### src/rtl/lsu_pkg.sv
`default_nettype none
// ============================================================================
// Module   : lsu_pkg
// Brief    : funct3 encodings, FSM state type and misalignment check for lsu.
// Revision : 1.0 - initial release
// ============================================================================
package lsu_pkg;

    localparam logic [2:0] LB  = 3'b000;
    localparam logic [2:0] LH  = 3'b001;
    localparam logic [2:0] LW  = 3'b010;
    localparam logic [2:0] LBU = 3'b100;
    localparam logic [2:0] LHU = 3'b101;
    localparam logic [2:0] SB  = 3'b000;
    localparam logic [2:0] SH  = 3'b001;
    localparam logic [2:0] SW  = 3'b010;

    typedef enum logic [0:0] {
        IDLE   = 1'b0,
        RMW_WR = 1'b1
    } lsu_state_e;

    // funct3[1:0] is the access size for both loads and stores.
    function automatic logic is_misaligned(input logic [2:0] funct3,
                                           input logic [1:0] addr_lo);
        case (funct3[1:0])
            2'b01:   return addr_lo[0];
            2'b10:   return (addr_lo != 2'b00);
            default: return 1'b0;
        endcase
    endfunction

endpackage
`default_nettype wire

### src/rtl/lsu_if.sv
`default_nettype none
// ============================================================================
// Module   : lsu_if
// Brief    : Request/response and DataMem bus bundle of the load/store unit.
// Revision : 1.0 - initial release
// ============================================================================
interface lsu_if;

    logic        req_valid;
    logic        req_ready;
    logic        req_we;
    logic [2:0]  req_funct3;
    logic [31:0] req_addr;
    logic [31:0] req_wdata;
    logic        rsp_valid;
    logic [31:0] rsp_rdata;
    logic        rsp_misaligned;
    logic        mem_read_en;
    logic        mem_write_en;
    logic [31:0] mem_addr;
    logic [31:0] mem_write_data;
    logic [31:0] mem_read_data;

    modport slave (
        input  req_valid, req_we, req_funct3, req_addr, req_wdata, mem_read_data,
        output req_ready, rsp_valid, rsp_rdata, rsp_misaligned,
        output mem_read_en, mem_write_en, mem_addr, mem_write_data
    );

    modport master (
        output req_valid, req_we, req_funct3, req_addr, req_wdata, mem_read_data,
        input  req_ready, rsp_valid, rsp_rdata, rsp_misaligned,
        input  mem_read_en, mem_write_en, mem_addr, mem_write_data
    );

endinterface
`default_nettype wire

### src/rtl/lsu_load_align.sv
`default_nettype none
// ============================================================================
// Module   : lsu_load_align
// Brief    : Selects the byte/half/word lane of a load and sign/zero-extends it.
// Revision : 1.0 - initial release
// ============================================================================
module lsu_load_align (
    input  logic [31:0] i_word,
    input  logic [1:0]  i_addr_lo,
    input  logic [2:0]  i_funct3,
    output logic [31:0] o_data
);
    import lsu_pkg::*;

    logic [7:0]  w_byte;
    logic [15:0] w_half;

    always_comb begin
        w_byte = i_word[{i_addr_lo, 3'b000} +: 8];
        w_half = i_addr_lo[1] ? i_word[31:16] : i_word[15:0];
        case (i_funct3)
            LB:      o_data = {{24{w_byte[7]}}, w_byte};
            LH:      o_data = {{16{w_half[15]}}, w_half};
            LW:      o_data = i_word;
            LBU:     o_data = {24'd0, w_byte};
            LHU:     o_data = {16'd0, w_half};
            default: o_data = 32'd0;
        endcase
    end

endmodule
`default_nettype wire

### src/rtl/lsu.sv
`default_nettype none
// ============================================================================
// Module   : lsu
// Brief    : RV32I load/store unit; sub-word stores are two-cycle RMW.
//            Define LSU_MISALIGN_TRAP_EN to flag misaligned accesses.
// Revision : 1.0 - initial release
// ============================================================================
module lsu (
    input  logic  clk,
    input  logic  rst,
    lsu_if.slave  bus
);
    import lsu_pkg::*;

    lsu_state_e  r_state;
    logic [31:0] r_addr;
    logic [2:0]  r_funct3;
    logic [15:0] r_wdata;
    logic [31:0] r_word;
    logic        r_rsp_valid;
    logic [31:0] r_rsp_rdata;
    logic        r_rsp_misaligned;

    logic        w_accept;
    logic        w_load_ok;
    logic        w_store_ok;
    logic        w_mis;
    logic        w_do_load;
    logic        w_do_sw;
    logic        w_do_rmw;
    logic        w_in_rmw;
    logic [31:0] w_load_data;
    logic [31:0] w_merge;

    assign bus.req_ready = (r_state == IDLE) && !rst;
    assign w_accept      = bus.req_valid && bus.req_ready;

    always_comb begin
        w_load_ok  = !bus.req_we && (bus.req_funct3 == LB  || bus.req_funct3 == LH ||
                                     bus.req_funct3 == LW  || bus.req_funct3 == LBU ||
                                     bus.req_funct3 == LHU);
        w_store_ok = bus.req_we  && (bus.req_funct3 == SB  || bus.req_funct3 == SH ||
                                     bus.req_funct3 == SW);
`ifdef LSU_MISALIGN_TRAP_EN
        w_mis = (w_load_ok || w_store_ok) && is_misaligned(bus.req_funct3, bus.req_addr[1:0]);
`else
        w_mis = 1'b0;
`endif
        w_do_load = w_accept && w_load_ok && !w_mis;
        w_do_sw   = w_accept && w_store_ok && (bus.req_funct3 == SW) && !w_mis;
        w_do_rmw  = w_accept && w_store_ok && (bus.req_funct3 != SW) && !w_mis;
    end

    // rst gates the RMW write combinationally so it dies the instant reset rises.
    assign w_in_rmw = (r_state == RMW_WR) && !rst;

    always_comb begin
        w_merge = r_word;
        if (r_funct3 == SH)
            w_merge[{r_addr[1], 4'b0000} +: 16] = r_wdata;
        else
            w_merge[{r_addr[1:0], 3'b000} +: 8] = r_wdata[7:0];
    end

    assign bus.mem_read_en    = w_do_load || w_do_rmw;
    assign bus.mem_write_en   = w_do_sw || w_in_rmw;
    assign bus.mem_addr       = (r_state == RMW_WR) ? {2'b00, r_addr[31:2]}
                                                    : {2'b00, bus.req_addr[31:2]};
    assign bus.mem_write_data = (r_state == RMW_WR) ? w_merge : bus.req_wdata;

    lsu_load_align u_align (
        .i_word    (bus.mem_read_data),
        .i_addr_lo (bus.req_addr[1:0]),
        .i_funct3  (bus.req_funct3),
        .o_data    (w_load_data)
    );

    always_ff @(posedge clk or posedge rst) begin
        if (rst) begin
            r_state          <= IDLE;
            r_addr           <= 32'd0;
            r_funct3         <= 3'd0;
            r_wdata          <= 16'd0;
            r_word           <= 32'd0;
            r_rsp_valid      <= 1'b0;
            r_rsp_rdata      <= 32'd0;
            r_rsp_misaligned <= 1'b0;
        end else begin
            r_rsp_valid <= 1'b0;
            case (r_state)
                IDLE: begin
                    if (w_do_rmw) begin
                        r_state  <= RMW_WR;
                        r_addr   <= bus.req_addr;
                        r_funct3 <= bus.req_funct3;
                        r_wdata  <= bus.req_wdata[15:0];
                        r_word   <= bus.mem_read_data;
                    end else if (w_accept) begin
                        r_rsp_valid      <= 1'b1;
                        r_rsp_rdata      <= w_do_load ? w_load_data : 32'd0;
                        r_rsp_misaligned <= w_mis;
                    end
                end
                RMW_WR: begin
                    r_state          <= IDLE;
                    r_rsp_valid      <= 1'b1;
                    r_rsp_rdata      <= 32'd0;
                    r_rsp_misaligned <= 1'b0;
                end
                default: r_state <= IDLE;
            endcase
        end
    end

    assign bus.rsp_valid      = r_rsp_valid;
    assign bus.rsp_rdata      = r_rsp_rdata;
    assign bus.rsp_misaligned = r_rsp_misaligned;

endmodule
`default_nettype wire

### src/flat_wrapper.sv
// flat-port wrapper written by rule: the top's interface ports become plain ports
module lsu_flat import lsu_pkg::*;
  (clk, rst, bus_req_valid, bus_req_we, bus_req_funct3, bus_req_addr, bus_req_wdata, bus_mem_read_data, bus_req_ready, bus_rsp_valid, bus_rsp_rdata, bus_rsp_misaligned, bus_mem_read_en, bus_mem_write_en, bus_mem_addr, bus_mem_write_data);
  lsu_if bus_i ();
  input  logic clk;
  input  logic rst;
  input wire logic [$bits(bus_i.req_valid)-1:0] bus_req_valid;
  input wire logic [$bits(bus_i.req_we)-1:0] bus_req_we;
  input wire logic [$bits(bus_i.req_funct3)-1:0] bus_req_funct3;
  input wire logic [$bits(bus_i.req_addr)-1:0] bus_req_addr;
  input wire logic [$bits(bus_i.req_wdata)-1:0] bus_req_wdata;
  input wire logic [$bits(bus_i.mem_read_data)-1:0] bus_mem_read_data;
  output wire logic [$bits(bus_i.req_ready)-1:0] bus_req_ready;
  output wire logic [$bits(bus_i.rsp_valid)-1:0] bus_rsp_valid;
  output wire logic [$bits(bus_i.rsp_rdata)-1:0] bus_rsp_rdata;
  output wire logic [$bits(bus_i.rsp_misaligned)-1:0] bus_rsp_misaligned;
  output wire logic [$bits(bus_i.mem_read_en)-1:0] bus_mem_read_en;
  output wire logic [$bits(bus_i.mem_write_en)-1:0] bus_mem_write_en;
  output wire logic [$bits(bus_i.mem_addr)-1:0] bus_mem_addr;
  output wire logic [$bits(bus_i.mem_write_data)-1:0] bus_mem_write_data;
  assign bus_i.req_valid = bus_req_valid;
  assign bus_i.req_we = bus_req_we;
  assign bus_i.req_funct3 = bus_req_funct3;
  assign bus_i.req_addr = bus_req_addr;
  assign bus_i.req_wdata = bus_req_wdata;
  assign bus_i.mem_read_data = bus_mem_read_data;
  assign bus_req_ready = bus_i.req_ready;
  assign bus_rsp_valid = bus_i.rsp_valid;
  assign bus_rsp_rdata = bus_i.rsp_rdata;
  assign bus_rsp_misaligned = bus_i.rsp_misaligned;
  assign bus_mem_read_en = bus_i.mem_read_en;
  assign bus_mem_write_en = bus_i.mem_write_en;
  assign bus_mem_addr = bus_i.mem_addr;
  assign bus_mem_write_data = bus_i.mem_write_data;
  lsu u_core (.clk(clk), .rst(rst), .bus(bus_i));
endmodule
### config.mk
export PLATFORM = sky130hd
export DESIGN_NAME = lsu_flat
export DESIGN_NICKNAME = d
export VERILOG_FILES = /design/src/rtl/lsu_pkg.sv /design/src/rtl/lsu_if.sv /design/src/rtl/lsu_load_align.sv /design/src/rtl/lsu.sv /design/src/flat_wrapper.sv
export SDC_FILE = /design/constraint.sdc
export NUM_CORES = 1
export LEC_CHECK = 0
export ABC_AREA = 1
export CAP_MARGIN = 20
export CORE_ASPECT_RATIO = 0.5
export CORE_MARGIN = 3
export CORE_UTILIZATION = 53
export CTS_CLUSTER_DIAMETER = 100
export DETAILED_ROUTE_END_ITERATION = 6
export PLACE_DENSITY = 0.84
export RECOVER_POWER = 25
export SLEW_MARGIN = 20
export SYNTH_ARGS = -nofsm -noshare
export SYNTH_HDL_FRONTEND = slang
export SYNTH_SLANG_ARGS = --single-unit
### constraint.sdc
create_clock -name clk -period 10.5 [get_ports clk]
set_input_delay 1.575 -clock clk [delete_from_list [all_inputs] [get_ports clk]]
set_output_delay 1.575 -clock clk [all_outputs]
set_load 0.05 [all_outputs]
==> results of run 1 <==
[registers in the layout (all words and copies together), names as in the netlist]
register / count
u_core.r_addr: 32
u_core.r_wdata: 16
u_core.r_state: 1
u_core.r_word: 32
u_core.bus.rsp_valid: 1
u_core.r_funct3: 3
u_core.bus.rsp_rdata: 32
[per-layer routing]
| layer | share of wire | up-vias |
|---|---|---|
| li1 | - | 3750 |
| met1 | 0.44 | 3561 |
| met2 | 0.45 | 365 |
| met3 | 0.098 | 41 |
| met4 | 0.016 | 2 |
| met5 | 0.00057 | - |
[Yosys cell counts (2+ instances only)]
| cell type | count |
|---|---|
| sky130_fd_sc_hd__nand2_1 | 427 |
| sky130_fd_sc_hd__dfrtp_1 | 117 |
| sky130_fd_sc_hd__nor2_2 | 3 |
| sky130_fd_sc_hd__inv_2 | 4 |
| sky130_fd_sc_hd__nand2_2 | 4 |
| sky130_fd_sc_hd__inv_1 | 93 |
| sky130_fd_sc_hd__buf_6 | 7 |
| sky130_fd_sc_hd__ha_1 | 5 |
| sky130_fd_sc_hd__nand4_1 | 8 |
| sky130_fd_sc_hd__o211ai_1 | 24 |
| sky130_fd_sc_hd__o21ai_2 | 3 |
| sky130_fd_sc_hd__buf_4 | 5 |
| sky130_fd_sc_hd__nor2_1 | 72 |
| sky130_fd_sc_hd__nand3_1 | 108 |
| sky130_fd_sc_hd__clkinv_1 | 2 |
| sky130_fd_sc_hd__o21ai_1 | 50 |
| sky130_fd_sc_hd__clkbuf_1 | 27 |
| sky130_fd_sc_hd__buf_1 | 13 |
| sky130_fd_sc_hd__o21ai_0 | 72 |
| sky130_fd_sc_hd__buf_2 | 17 |
| sky130_fd_sc_hd__or2_2 | 9 |
| sky130_fd_sc_hd__a21oi_1 | 9 |
[power breakdown]
| part | internal, mW | switching [mW] |
|---|---|---|
| logic | 0.180 | 0.329 |
| registers | 0.528 | 0.0602 |
| clock network | 0.362 | 0.222 |
[layout make-up]
class | instances | area share
clock buffer | 21 | 0.0474
clock inverter | 11 | 0.0130
inverter | 99 | 0.0385
multi-input combinational | 801 | 0.364
sequential | 117 | 0.302
tap | 170 | 0.0219
timing repair buffer | 209 | 0.214
[critical path, cell delays in order]
cell and delay [ns]:
sky130_fd_sc_hd__dlygate4sd3_1 0.73, sky130_fd_sc_hd__inv_1 0.17, sky130_fd_sc_hd__nand2_1 0.13, sky130_fd_sc_hd__nor2_4 0.11, sky130_fd_sc_hd__clkbuf_1 1.56, sky130_fd_sc_hd__or2_2 0.31
sky130_fd_sc_hd__clkdlybuf4s50_1 0.80
[per-stage QoR]
step / hold slack (ns) / instances
finish: 0.491 / 1428
global route: 0.512 / 1428
CTS: 0.493 / 1427
detailed placement: 0.480 / 1395
global placement: 0.471 / 1395
floorplan: 0.459 / 1086
[logic make-up after synthesis]
| group | count (synthesis) | share of synthesized area |
|---|---|---|
| compound gates | 159 | 0.121 |
| other cells | 1 | 0.000523 |
| fa+ha+maj | 5 | 0.00872 |
| flops | 117 | 0.408 |
| buf+inv | 168 | 0.101 |
| simple gates | 634 | 0.361 |
[worst paths after layout]
check | startpoint | endpoint | slack (ns) | cells past startpoint
setup / recovery | bus_req_funct3[1] | bus_mem_read_en | 3.52 | 7
min in group asynchronous | rst | u_core.bus.rsp_rdata[29] | 2.28 | 2
hold / removal | u_core.r_addr[18] | u_core.r_addr[18] | 0.49 | 2
setup reg to reg | u_core.r_state | u_core.r_addr[22] | 6.43 | 10
max in group asynchronous | rst | u_core.r_state | 6.52 | 3
hold reg to reg | u_core.r_addr[18] | u_core.r_addr[18] | 0.49 | 2
==> results.txt, run 1 <==
----------------------------------------------------
[Outcome]
  Run status ... finished, violations left
  Violated checks ... capacitance limit, slew limit

[Detailed routing]
  1st-pass router iterations ... 6
  Drt drc ... 0
  Vias ... 7719
  Drt total wl ... 22800 um
  Vias per inst ... 5.41
  Average wire per standard cell ... 16.0 um
  Initial detailed-routing violation count ... 860
  Antenna-violating nets left ... 0

[Logic synthesis]
  Syn Inst Count ... 1084
  Share of synthesized area occupied by flip-flops and latches ... 0.408
  Prevailing post-synth register cell ... sky130_fd_sc_hd__dfrtp_1
  Cell type contributing the most total cell area after synthesis ... sky130_fd_sc_hd__dfrtp_1
  Top cell type's share of synthesized area ... 0.408
  Yosys reg bits ... 117
  Leading post-synthesis cells by cell area ... sky130_fd_sc_hd__dfrtp_1, sky130_fd_sc_hd__nand2_1, sky130_fd_sc_hd__nand3_1
  Count of unique library cells instantiated by Yosys ... 27
  Number of flops mapped to enable cells by yosys ... 0
  Warnings from Yosys ... 0
  Post-synthesis average cell area ... 6.62 um^2
  Cell area after synthesis ... 7180 um^2
  Async set-reset flop share out of synthesis ... 1.00

[CTS]
  Clock Tree Root ... sky130_fd_sc_hd__clkbuf_16
  CTS H-tree lvls ... 4
  Clock network latency to the later pin of the worst-skew pair ... 0.41 ns
  Number of buffers created by CTS ... 17
  Post-CTS setup-driven buffer insertion count ... 0
  TritonCTS Sinks ... 117
  Number of buffers inserted by hold repair at cts ... 0
  Clock-pin slew on the worst setup and hold paths ... 0.06 ns
  TritonCTS clock tree ... yes
  Maximum buffer depth of the clock tree ... 2
  Quantity of gates resized following cts ... 0

[Worst setup path]
  Startpoint Class ... input port
  Capturing element type of the critical path ... output pin
  Critical-path maximum fanout ... 53
  Required time reported for the critical path endpoint ... 8.93 ns
  Worst endpoint data arrival time ... 5.40 ns
  Crit Path Category ... input port to output pin

[Timing]
  Slew at the pin with the worst max-slew slack ... 2.27 ns
  Max transition margin ... -0.522
  Setup ws final ... 3.52 ns
  Final worst-path cycle share ... 0.665
  Max Clock Skew ... 0.00851 ns
  Total count of max-transition violations in the final report ... 121
  Final critical path time including I/O delays and setup ... 6.98 ns
  Max Freq ... 143 MHz
  Final setup violation count ... 0
  Setup repair after global routing missed its margin ... no
  Fin. Hold Viols ... 0
  Total Negative Setup Slacks ... 0 ns

[Placement]
  Total of buffers placed on input and output ports ... 200
  Half-perimeter wire length of the detailed placement result ... 15900 um
  Area post-placement ... 9120 um^2
  Pre-CTS worst setup slack ... 4.16 ns
  Routability cong. ... 0.926

[Finish]
  N_diodes ... 0
  Most frequent standard cell in the layout excluding fill and tap cells ... sky130_fd_sc_hd__nand2_1
  Number of fill cells ... 1029
  FF/Latch Area ... 2930 um^2
  Post-route design area ... 9710 um^2
  Area taken by multi-input logic gates ... 3530 um^2
  Ratio of cells with drive above 1 in the final layout ... 0.0501
  Net count of the finished layout ... 1353
  Commonest non-fill, non-tap cells in the layout ... sky130_fd_sc_hd__nand2_1, sky130_fd_sc_hd__clkdlybuf4s50_1, sky130_fd_sc_hd__dfrtp_1
  Final core utilization ... 0.749
  Synthesis-to-layout area growth ... 35.3%

[Global route]
  Pin count of the biggest net entering global routing ... 107
  Global-route wire length before repair ... 36500 um
  Routing layer with the top usage in global route ... met2
  Via count of the first global-routing pass ... 7107
  GR Util met1 ... 0.431
  Met2 Usage GRT ... 0.484
  Overflow after GRT ... 0
  Met3 routing resource usage after global routing ... 0.0701
  Initial antenna violation count ... 1
  Gr usage total ... 0.306

[Floorplanning]
  Number of top-level pins ... 204
  Overall die area ... 15100 um^2
  Floorplan row count ... 29
  Die Y ... 88.3 um
  Area of the core region ... 13000 um^2
  Initial core utilization ... 0.554
  Die outline width ... 171 um

[Power and ir drop]
  Overall power consumption ... 1.68 mW
  Maximum vdd drop ... 0.000137 V
  Leakage power ... 4.87 nW
  Power density over cell area ... 173 nW/um^2

[Job]
  Max_cap viols ... 3

[Min path]
  Path class of the lowest-slack min-delay path ... register to register

----------------------------------------------------
Power figures use the tool's default switching activity.
==> inputs of run 2 (changes only) <==
Settings changed: CORE_UTILIZATION 53 to 44, PLACE_DENSITY 0.84 to 0.74.
Clock period 10.5 ns to 5.83 ns, I/O delays scaled along.
==> results.txt, run 2 (same netlist as run 1, synthesis figures left out) <==
----------------------------------------------------
[Detailed routing]
  Drt total wl ... 23000 um (+0.76%)
  1st-pass router iterations ... 7 (+1)
  Initial detailed-routing violation count ... 696 (-19%)
  Drt drc ... 3 (+3)
  Antenna-violating nets left ... 0 (unchanged)
  Vias per inst ... 5.15 (-4.7%)
  Average wire per standard cell ... 15.5 um (-2.8%)
  Vias ... 7631 (-1.1%)

[Finish]
  Synthesis-to-layout area growth ... 36.2%
  Cell Count, Final, Fillers Out ... 1481 (+3.7%)
  Ratio of cells with drive above 1 in the final layout ... 0.0540 (+0.00389)
  N_diodes ... 0 (unchanged)
  Commonest non-fill, non-tap cells in the layout ... sky130_fd_sc_hd__nand2_1, sky130_fd_sc_hd__clkdlybuf4s50_1, sky130_fd_sc_hd__dfrtp_1
  Most frequent standard cell in the layout excluding fill and tap cells ... sky130_fd_sc_hd__nand2_1
  Net count of the finished layout ... 1355 (+0.15%)

[CTS]
  TritonCTS clock tree ... yes
  Post-CTS setup-driven buffer insertion count ... 0 (unchanged)
  TritonCTS Sinks ... 117 (unchanged)
  Number of buffers inserted by hold repair at cts ... 0 (unchanged)
  Clock network latency to the later pin of the worst-skew pair ... 0.41 ns (about the same)
  CTS H-tree lvls ... 4 (unchanged)
  Clock Tree Root ... sky130_fd_sc_hd__clkbuf_16
  Quantity of gates resized following cts ... 0 (unchanged)
  Number of buffers created by CTS ... 17 (unchanged)
  Clock-pin slew on the worst setup and hold paths ... 0.06 ns (about the same)
  Maximum buffer depth of the clock tree ... 2 (unchanged)

[Min path]
  Path class of the lowest-slack min-delay path ... register to register

[Floorplanning]
  Initial core utilization ... 0.457 (-0.0968)
  Number of top-level pins ... 204 (unchanged)
  Overall die area ... 18000 um^2 (+19%)
  Area of the core region ... 15700 um^2 (+21%)
  Die Y ... 96.3 um (+9.1%)
  Die outline width ... 187 um (+9.4%)
  Floorplan row count ... 32 (+10%)

[Timing]
  Max transition margin ... -0.823 (-0.301)
  Setup repair after global routing missed its margin ... no
  Final worst-path cycle share ... 0.734
  Slew at the pin with the worst max-slew slack ... 2.72 ns (+0.448 ns)
  Fin. Hold Viols ... 0 (unchanged)
  Total Negative Setup Slacks ... 0 ns (unchanged)
  Max Freq ... 234 MHz
  Max Clock Skew ... 0.00538 ns (-0.00313 ns)
  Final critical path time including I/O delays and setup ... 4.28 ns
  Total count of max-transition violations in the final report ... 63 (-48%)
  Final setup violation count ... 0 (unchanged)

[Worst setup path]
  Cell-by-cell listing of the critical path ... clkdlybuf4s50_1 > nor2_1 > nand2_2 > o22ai_1 > clkdlybuf4s50_1
  Critical-path maximum fanout ... 18 (-66%)
  Crit path buf inv count ... 2 (-2)
  Critical path's most frequent cell ... sky130_fd_sc_hd__clkdlybuf4s50_1
  CP top delay family ... buffers and inverters
  Capturing element type of the critical path ... output pin
  Startpoint Class ... input port
  Required time reported for the critical path endpoint ... 4.96 ns (-3.97 ns)
  Crit Path Category ... input port to output pin
  Worst endpoint data arrival time ... 3.41 ns (-1.99 ns)
  Stage delay of the slowest cell on the critical path ... 0.83 ns (-0.73 ns)
  Crit path max-delay cell type ... sky130_fd_sc_hd__clkdlybuf4s50_1

[Placement]
  # placed instances ... 1449 (+3.9%)
  Routability cong. ... 0.917 (-0.91%)
  Total of buffers placed on input and output ports ... 200 (unchanged)
  Half-perimeter wire length of the detailed placement result ... 16800 um (+5.9%)

[Outcome]
  Violated checks ... DRC, capacitance limit, slew limit
  Run status ... finished, violations left

[Power and ir drop]
  Maximum vdd drop ... 0.000209 V (+53%)
  Leakage power ... 4.84 nW (-0.43%)
  Power density over cell area ... 308 nW/um^2 (+78%)

[Global route]
  Gr usage total ... 0.256 (-0.0494)
  Via count of the first global-routing pass ... 7188 (+1.1%)
  Initial antenna violation count ... 0 (-1)
  Overflow after GRT ... 0 (unchanged)
  Global-route wire length before repair ... 36800 um (+0.89%)
  Pin count of the biggest net entering global routing ... 94 (-12%)

[Job]
  Max_cap viols ... 1 (-2)

----------------------------------------------------
## run 2: final timing paths
| path | start | to | slack, ns | cells after the start |
|---|---|---|---|---|
| worst max register to register | u_core.r_state | u_core.r_addr[7] | 2.61 | 11 |
| worst min register to register | u_core.r_addr[23] | u_core.r_addr[23] | 0.49 | 2 |
| worst min-delay path | u_core.r_addr[23] | u_core.r_addr[23] | 0.49 | 2 |
| min in group asynchronous | rst | u_core.bus.rsp_rdata[31] | 1.73 | 2 |
| max in group asynchronous | rst | u_core.r_wdata[10] | 1.80 | 3 |
| worst max-delay path | bus_req_funct3[0] | bus_mem_write_en | 1.55 | 5 |
## run 2: worst reg2reg max path: stages (launching register included)
cell	delay, ns
sky130_fd_sc_hd__dfrtp_2	0.40
sky130_fd_sc_hd__buf_4	0.38
sky130_fd_sc_hd__nor2_2	0.25
sky130_fd_sc_hd__nand2_2	0.10
sky130_fd_sc_hd__inv_2	0.08
sky130_fd_sc_hd__nand2_2	0.07
sky130_fd_sc_hd__nor2_4	0.08
sky130_fd_sc_hd__buf_4	0.46
sky130_fd_sc_hd__clkinv_2	0.47
sky130_fd_sc_hd__buf_4	0.49
sky130_fd_sc_hd__nand2_1	0.24
sky130_fd_sc_hd__o21ai_1	0.07
## run 2: metal layers
metal | part of all wire | global-route usage
met5 | 0 | 0
met4 | 0.023 | 0.0874
met3 | 0.078 | 0.0571
met2 | 0.44 | 0.400
met1 | 0.46 | 0.355
## run 2: power by group
part	leakage [nW]	internal (mW)	total, mW	switching, mW
Clock	0.272	0.617	1.03	0.417
Sequential	1.50	0.950	1.06	0.108
Combinational	3.07	0.328	0.919	0.591
Total	4.84	1.89	3.01	1.12
## run 2: final cells by class
| type | count | area (um^2) |
|---|---|---|
| Clock buffer | 20 | 457 |
| Clock inverter | 12 | 120 |
| Fill cell | 1464 | 5920 |
| Inverter | 99 | 374 |
| Multi-Input combinational cell | 801 | 3540 |
| Sequential cell | 117 | 2930 |
| Tap cell | 221 | 277 |
| Timing Repair Buffer | 211 | 2080 |
## run 2: through the flow
stage | instance area, um^2 | worst slack (ns) | util | hold slack [ns] | total power [mW]
finish | 9770 | 1.55 | 0.623 | 0.490 | 3.01
detailed placement | 9200 | 1.58 | 0.586 | 0.479 | 1.98
CTS | 9780 | 1.57 | 0.623 | 0.494 | 3.02
global placement | 9200 | 1.61 | 0.586 | 0.470 | 1.96
floorplan | 7180 | 1.85 | - | 0.459 | 1.67
global route | 9770 | 1.16 | 0.623 | 0.506 | 3.18
